File: src/rtl/enemy_bomb.sv
// Falling bomb dropped by the enemy plane: frame-tick driven fall with stepped
// gravity, character/ground collision, three-frame explosion and a cooldown.
module enemy_bomb #(
    parameter logic [9:0] GROUND_Y = 10'd440,
    parameter logic [9:0] BOMB_SZ  = 10'd8,
    parameter logic [9:0] EXP_SZ   = 10'd16,
    parameter logic [9:0] CHAR_W   = 10'd26,
    parameter logic [9:0] CHAR_H   = 10'd38,
    parameter logic [5:0] COOLDOWN = 6'd30
) (
    input  logic        Clk,
    input  logic        Reset,
    input  logic        frame_clk,
    input  logic [9:0]  DrawX,
    input  logic [9:0]  DrawY,
    input  logic        launch,
    input  logic [9:0]  start_x,
    input  logic [9:0]  start_y,
    input  logic [9:0]  char_x,
    input  logic [9:0]  char_y,
    output logic        is_bomb,
    output logic [11:0] bomb_addr,
    output logic        hit_char,
    output logic        busy
);

    typedef enum logic [1:0] {S_IDLE, S_FALL, S_EXPLODE, S_COOL} state_t;

    localparam logic [10:0] EXP_OFF = 11'd4;

    state_t      state_q, state_d;
    logic [9:0]  bx_q, bx_d, by_q, by_d;
    logic [2:0]  vy_q, vy_d;
    logic [1:0]  fall_cnt_q, fall_cnt_d;
    logic [4:0]  exp_cnt_q, exp_cnt_d;
    logic [5:0]  cool_cnt_q, cool_cnt_d;
    logic        hit_q, hit_d;
    logic [1:0]  sync_q;
    logic        edge_q;

    logic        tick;
    logic        overlap;
    logic        ground;
    logic [10:0] bx_w, by_w, cx_w, cy_w;
    logic [10:0] fdx, fdy, edx, edy;

    assign tick = sync_q[1] & ~edge_q;

    // Widened to 11 bits so box sums near the screen edge do not wrap.
    assign bx_w    = {1'b0, bx_q};
    assign by_w    = {1'b0, by_q};
    assign cx_w    = {1'b0, char_x};
    assign cy_w    = {1'b0, char_y};
    assign overlap = (bx_w < cx_w + {1'b0, CHAR_W}) && (cx_w < bx_w + {1'b0, BOMB_SZ}) &&
                     (by_w < cy_w + {1'b0, CHAR_H}) && (cy_w < by_w + {1'b0, BOMB_SZ});
    assign ground  = (by_w + {8'd0, vy_q} + {1'b0, BOMB_SZ}) >= {1'b0, GROUND_Y};

    assign fdx = {1'b0, DrawX} - bx_w;
    assign fdy = {1'b0, DrawY} - by_w;
    assign edx = {1'b0, DrawX} + EXP_OFF - bx_w;
    assign edy = {1'b0, DrawY} + EXP_OFF - by_w;

    assign hit_char = hit_q;
    assign busy     = (state_q != S_IDLE);

    // State, position, counters and frame strobe synchroniser.
    always_ff @(posedge Clk or posedge Reset) begin
        if (Reset) begin
            state_q    <= S_IDLE;
            bx_q       <= 10'd0;
            by_q       <= 10'd0;
            vy_q       <= 3'd0;
            fall_cnt_q <= 2'd0;
            exp_cnt_q  <= 5'd0;
            cool_cnt_q <= 6'd0;
            hit_q      <= 1'b0;
            sync_q     <= 2'b00;
            edge_q     <= 1'b0;
        end else begin
            state_q    <= state_d;
            bx_q       <= bx_d;
            by_q       <= by_d;
            vy_q       <= vy_d;
            fall_cnt_q <= fall_cnt_d;
            exp_cnt_q  <= exp_cnt_d;
            cool_cnt_q <= cool_cnt_d;
            hit_q      <= hit_d;
            sync_q     <= {sync_q[0], frame_clk};
            edge_q     <= sync_q[1];
        end
    end

    // Next-state: launch latch, fall physics, collision, explosion and cooldown timers.
    always_comb begin
        state_d    = state_q;
        bx_d       = bx_q;
        by_d       = by_q;
        vy_d       = vy_q;
        fall_cnt_d = fall_cnt_q;
        exp_cnt_d  = exp_cnt_q;
        cool_cnt_d = cool_cnt_q;
        hit_d      = 1'b0;
        case (state_q)
            S_IDLE: begin
                if (launch) begin
                    bx_d       = start_x;
                    by_d       = start_y + 10'd19;
                    vy_d       = 3'd0;
                    fall_cnt_d = 2'd0;
                    state_d    = S_FALL;
                end else begin
                    state_d    = S_IDLE;
                end
            end
            S_FALL: begin
                if (!tick) begin
                    state_d = S_FALL;
                end else if (overlap) begin
                    hit_d     = 1'b1;
                    exp_cnt_d = 5'd0;
                    state_d   = S_EXPLODE;
                end else if (ground) begin
                    by_d      = GROUND_Y - BOMB_SZ;
                    exp_cnt_d = 5'd0;
                    state_d   = S_EXPLODE;
                end else begin
                    by_d       = by_q + {7'd0, vy_q};
                    fall_cnt_d = fall_cnt_q + 2'd1;
                    // Gravity steps up on every fourth tick, capped at 4 px/tick.
                    if (fall_cnt_q == 2'd3 && vy_q < 3'd4) begin
                        vy_d = vy_q + 3'd1;
                    end else begin
                        vy_d = vy_q;
                    end
                end
            end
            S_EXPLODE: begin
                if (!tick) begin
                    state_d = S_EXPLODE;
                end else if (exp_cnt_q == 5'd23) begin
                    cool_cnt_d = 6'd0;
                    state_d    = S_COOL;
                end else begin
                    exp_cnt_d = exp_cnt_q + 5'd1;
                end
            end
            S_COOL: begin
                if (!tick) begin
                    state_d = S_COOL;
                end else if (cool_cnt_q == COOLDOWN - 6'd1) begin
                    state_d = S_IDLE;
                end else begin
                    cool_cnt_d = cool_cnt_q + 6'd1;
                end
            end
            default: begin
                state_d = S_IDLE;
            end
        endcase
    end

    // Sprite hit test and ROM address for the current pixel.
    always_comb begin
        is_bomb   = 1'b0;
        bomb_addr = 12'd0;
        case (state_q)
            S_FALL: begin
                if (fdx < {1'b0, BOMB_SZ} && fdy < {1'b0, BOMB_SZ}) begin
                    is_bomb   = 1'b1;
                    bomb_addr = {6'd0, fdy[2:0], fdx[2:0]};
                end else begin
                    is_bomb   = 1'b0;
                end
            end
            S_EXPLODE: begin
                if (edx < {1'b0, EXP_SZ} && edy < {1'b0, EXP_SZ}) begin
                    is_bomb   = 1'b1;
                    bomb_addr = 12'd64 + {2'b00, exp_cnt_q[4:3], 8'd0} + {4'd0, edy[3:0], edx[3:0]};
                end else begin
                    is_bomb   = 1'b0;
                end
            end
            default: begin
                is_bomb   = 1'b0;
                bomb_addr = 12'd0;
            end
        endcase
    end

endmodule

File: config.mk
export PLATFORM = sky130hd
export DESIGN_NAME = enemy_bomb
export DESIGN_NICKNAME = d
export VERILOG_FILES = /design/src/rtl/enemy_bomb.sv
export SDC_FILE = /design/constraint.sdc
export NUM_CORES = 1
export LEC_CHECK = 0
export ABC_AREA = 1
export BUFFER_PORTS_ARGS = -buffer_cell sky130_fd_sc_hd__buf_2
export CAP_MARGIN = 5
export CORE_MARGIN = 2
export CORE_UTILIZATION = 45
export CTS_CLUSTER_DIAMETER = 150
export DETAILED_ROUTE_END_ITERATION = 7
export GPL_ROUTABILITY_DRIVEN = 1
export GPL_TIMING_DRIVEN = 0
export PLACE_DENSITY = 0.68
export SETUP_SLACK_MARGIN = 0.5
export SYNTH_ARGS = -nofsm -noshare
export SYNTH_HDL_FRONTEND = slang
export SYNTH_SLANG_ARGS = --single-unit
File: constraint.sdc
create_clock -name Clk -period 3.4 [get_ports Clk]
set_input_delay 0.51 -clock Clk [delete_from_list [all_inputs] [get_ports Clk]]
set_output_delay 0.51 -clock Clk [all_outputs]
set_load 0.02 [all_outputs]
==> reports/metrics.yaml <==
setup_ws_ns: -0.2941
setup_tns_ns: -2.693
gr-total-overflow: 0
hold_class: "in2async"
initial_core_util_pct: 46.23
dp_slack_ns: -0.3612
cp.arrival_ns: 3.18
fp.dieW_um: 123.4
setup_viol: 12
yosys-top-cells-area: "ha_1 (19%), dfrtp_1 (16%), nand2_1 (14%), inv_1 (8.4%), fa_1 (5.9%)"
status: "finished, violations left"
rsz0062_at_grt: "yes"
cts.htree.levels: 2
end_kind: "output port"
cp-start-kind: "flop"
async_flop_share_pct: 100.0
hpwl_mm: 13.43
fin_nets: 1232
wirelength_mm: 16.92
antenna_found_initial: 0
synth_top_area_share_pct: 18.72
power_density_nw_per_um2: 822.1
clk_path_buf_depth: 2
period_minus_slack_ns: 3.694
vdd_drop_max_mv: 0.2967
grt_pass1_wl_mm: 27.12
required_ns: 2.89
viasPerCell: 5.100
clk_pin_slew_worst_paths_ns: 0.07
cts_root_buf: "clkbuf_16"
yosysSeqAreaShare_pct: 16.38
drv_slew: 0
grt_pass1_vias: 5767
ant_nets: 0
dpl-instance-area_um2: 7168
routedWlPerCell_um: 13.71
area_growth_pct: 21.97
synthesis.nets: 1114
criticalPathCategory: "reg2out"
coreArea_um2: 13880
cts.sinks: 42
ys_types: 48
place.gp.congestion: 0.8862
finClkSkew_ns: 0.01654
critical_path_peak_fanout: 7
drive_gt1_share_pct: 23.43
final_area_um2: 7828
io_buffers: 77
cts_tree: "built"
synth-seq-cells: 42
maxCapViolCount: 0
vias: 6293
grt_max_degree: 42
drt_pre_antenna_iters: 6
fill_cells: 1333
synth-edff-count: 0
rows: 43
remaining_drc_errors: 0
yosys.area.top_type: "ha_1"
final_hold_viol_count: 0
diodes: 0
ios: 79
violations: "negative setup slack"
p_leak_nw: 4.072
period_share_pct: 108.6
synth_area_um2: 6417
clkLatencyLatePin_ns: 0.30
yosysWarnings: 0
grtUsageTotal_pct: 22.63
synth_ff_type: "dfrtp_1"
die_area_um2: 15230
syn_area_per_cell_um2: 6.864
numCtsBuffers: 5
drtIter0Drc: 307
fmax_mhz: 270.7
synthCells: 935
fp.dieH_um: 123.4
==> critical path, stage by stage, from the launching register on <==
cell	delay, ns
dfrtp_2	0.42
buf_6	0.14
inv_8	0.05
ha_4	0.12
inv_2	0.04
fa_2	0.60
inv_2	0.07
a21oi_4	0.17
nand4_1	0.10
nand2_1	0.10
nand3_2	0.07
nor2_1	0.10
nand4_1	0.14
nor2_4	0.17
nand3_4	0.22
a21oi_4	0.22
buf_6	0.14
==> sequential cells by signal, indices dropped and copies added, names as in the netlist <==
signal / count
bx_q: 10
by_q: 10
cool_cnt_q: 6
exp_cnt_q: 5
vy_q: 3
fall_cnt_q: 2
state_q: 2
sync_q: 2
edge_q: 1
hit_char: 1
==> synth_stat cells, types with 3 or more instances <==
cell,count
a21oi_2,3
nand2_2,5
o21ai_0,31
o22ai_1,5
buf_6,3
nand4_1,28
inv_2,6
nor2_2,8
inv_1,144
dfrtp_1,42
a31oi_1,3
xor2_1,39
ha_1,96
o21ai_1,7
o21ai_2,4
nand3b_1,11
clkbuf_1,4
or2_2,3
fa_1,19
xnor2_1,12
o21bai_1,5
nand2_1,237
nor3_1,12
nand3_1,58
nand3_2,3
nor2_1,77
a21oi_1,44
==> worst paths after layout <==
kind,startpoint,to,slack (ns),cells past startpoint
setup / recovery,by_q[5]$_DFFE_PP0P_,bomb_addr[1],-0.29,16
hold / removal,Reset,bx_q[1]$_DFFE_PP0P_,0.08,2
setup reg to reg,by_q[5]$_DFFE_PP0P_,by_q[2]$_DFFE_PP0P_,0.53,18
hold reg to reg,sync_q[0]$_DFF_PP0_,sync_q[1]$_DFF_PP0_,0.34,0
max in group asynchronous,Reset,bx_q[4]$_DFFE_PP0P_,2.89,3
min in group Clk,frame_clk,sync_q[0]$_DFF_PP0_,0.33,1
==> cell type report <==
class	count	area, µm²	area share (%)
repair buffers	111	713.2	9.111
clock inverters	2	13.76	0.1758
flip-flops and latches	42	1064	13.59
inverters	151	581.8	7.433
multi-input cells	731	5024	64.18
well taps	180	225.2	2.877
plain buffers	11	77.57	0.9910
clock buffers	6	128.9	1.646
==> metal layers <==
layer / up-vias / wire length, µm / global-route usage [%]
li1: 3256 / - / -
met1: 2888 / 8146 / 31.76
met2: 127 / 7775 / 36.95
met3: 22 / 707 / 2.537
met4: 0 / 286 / 5.895
met5: - / 0 / 0
==> cells by family (layout without fill, tap and decap cells) <==
logic type	Yosys count	count (layout)	share of synthesized area [%]
AND/OR/NAND/NOR	454	454	32.17
buffers and inverters	162	281	10.02
adder cells (fa/ha/maj)	115	115	24.64
AO/OA/AOI/OAI	109	109	9.612
XOR/XNOR	51	51	6.960
flip-flops	42	42	16.38
other	1	1	0.05843
multiplexers	1	1	0.1560
==> layout by cell type, fill, tap and decap left out, types with 31 or more instances in the layout <==
cell	instances
o21ai_0	31
buf_4	40
xor2_1	38
nor2_1	67
inv_1	128
buf_2	67
dfrtp_1	32
ha_1	85
nand3_1	55
a21oi_1	36
nand2_1	230
==> stage by stage <==
| stage | util (%) | std cells | power (mW) | hold WS, ns |
|---|---|---|---|---|
| 6_report | 56.39 | 1234 | 6.435 | 0.07979 |
| 5_1_grt | 56.39 | 1234 | 7.129 | 0.08216 |
| 4_1_cts | 55.21 | 1223 | 6.200 | 0.08103 |
| 3_5_place_dp | 51.64 | 1193 | 5.300 | 0.3364 |
| 3_3_place_gp | 51.44 | 1192 | 5.247 | 0.3334 |
| 2_1_floorplan | - | 935 | 4.274 | 0.3312 |
==> report_power, final <==
part | switching [mW] | internal [mW]
clock | 0.206 | 0.273
sequential | 0.197 | 0.666
combinational | 3.06 | 2.04
total | 3.46 | 2.97
==> what timing repair did <==
item / in CTS / in global routing
setup buffers: 22 / 11
pin swaps: 18 / 13
endpoints found under the setup margin: 34 / 34
resized for setup: 63 / 21
hold buffers: 0 / 0
(Power assumes the default switching activity.)
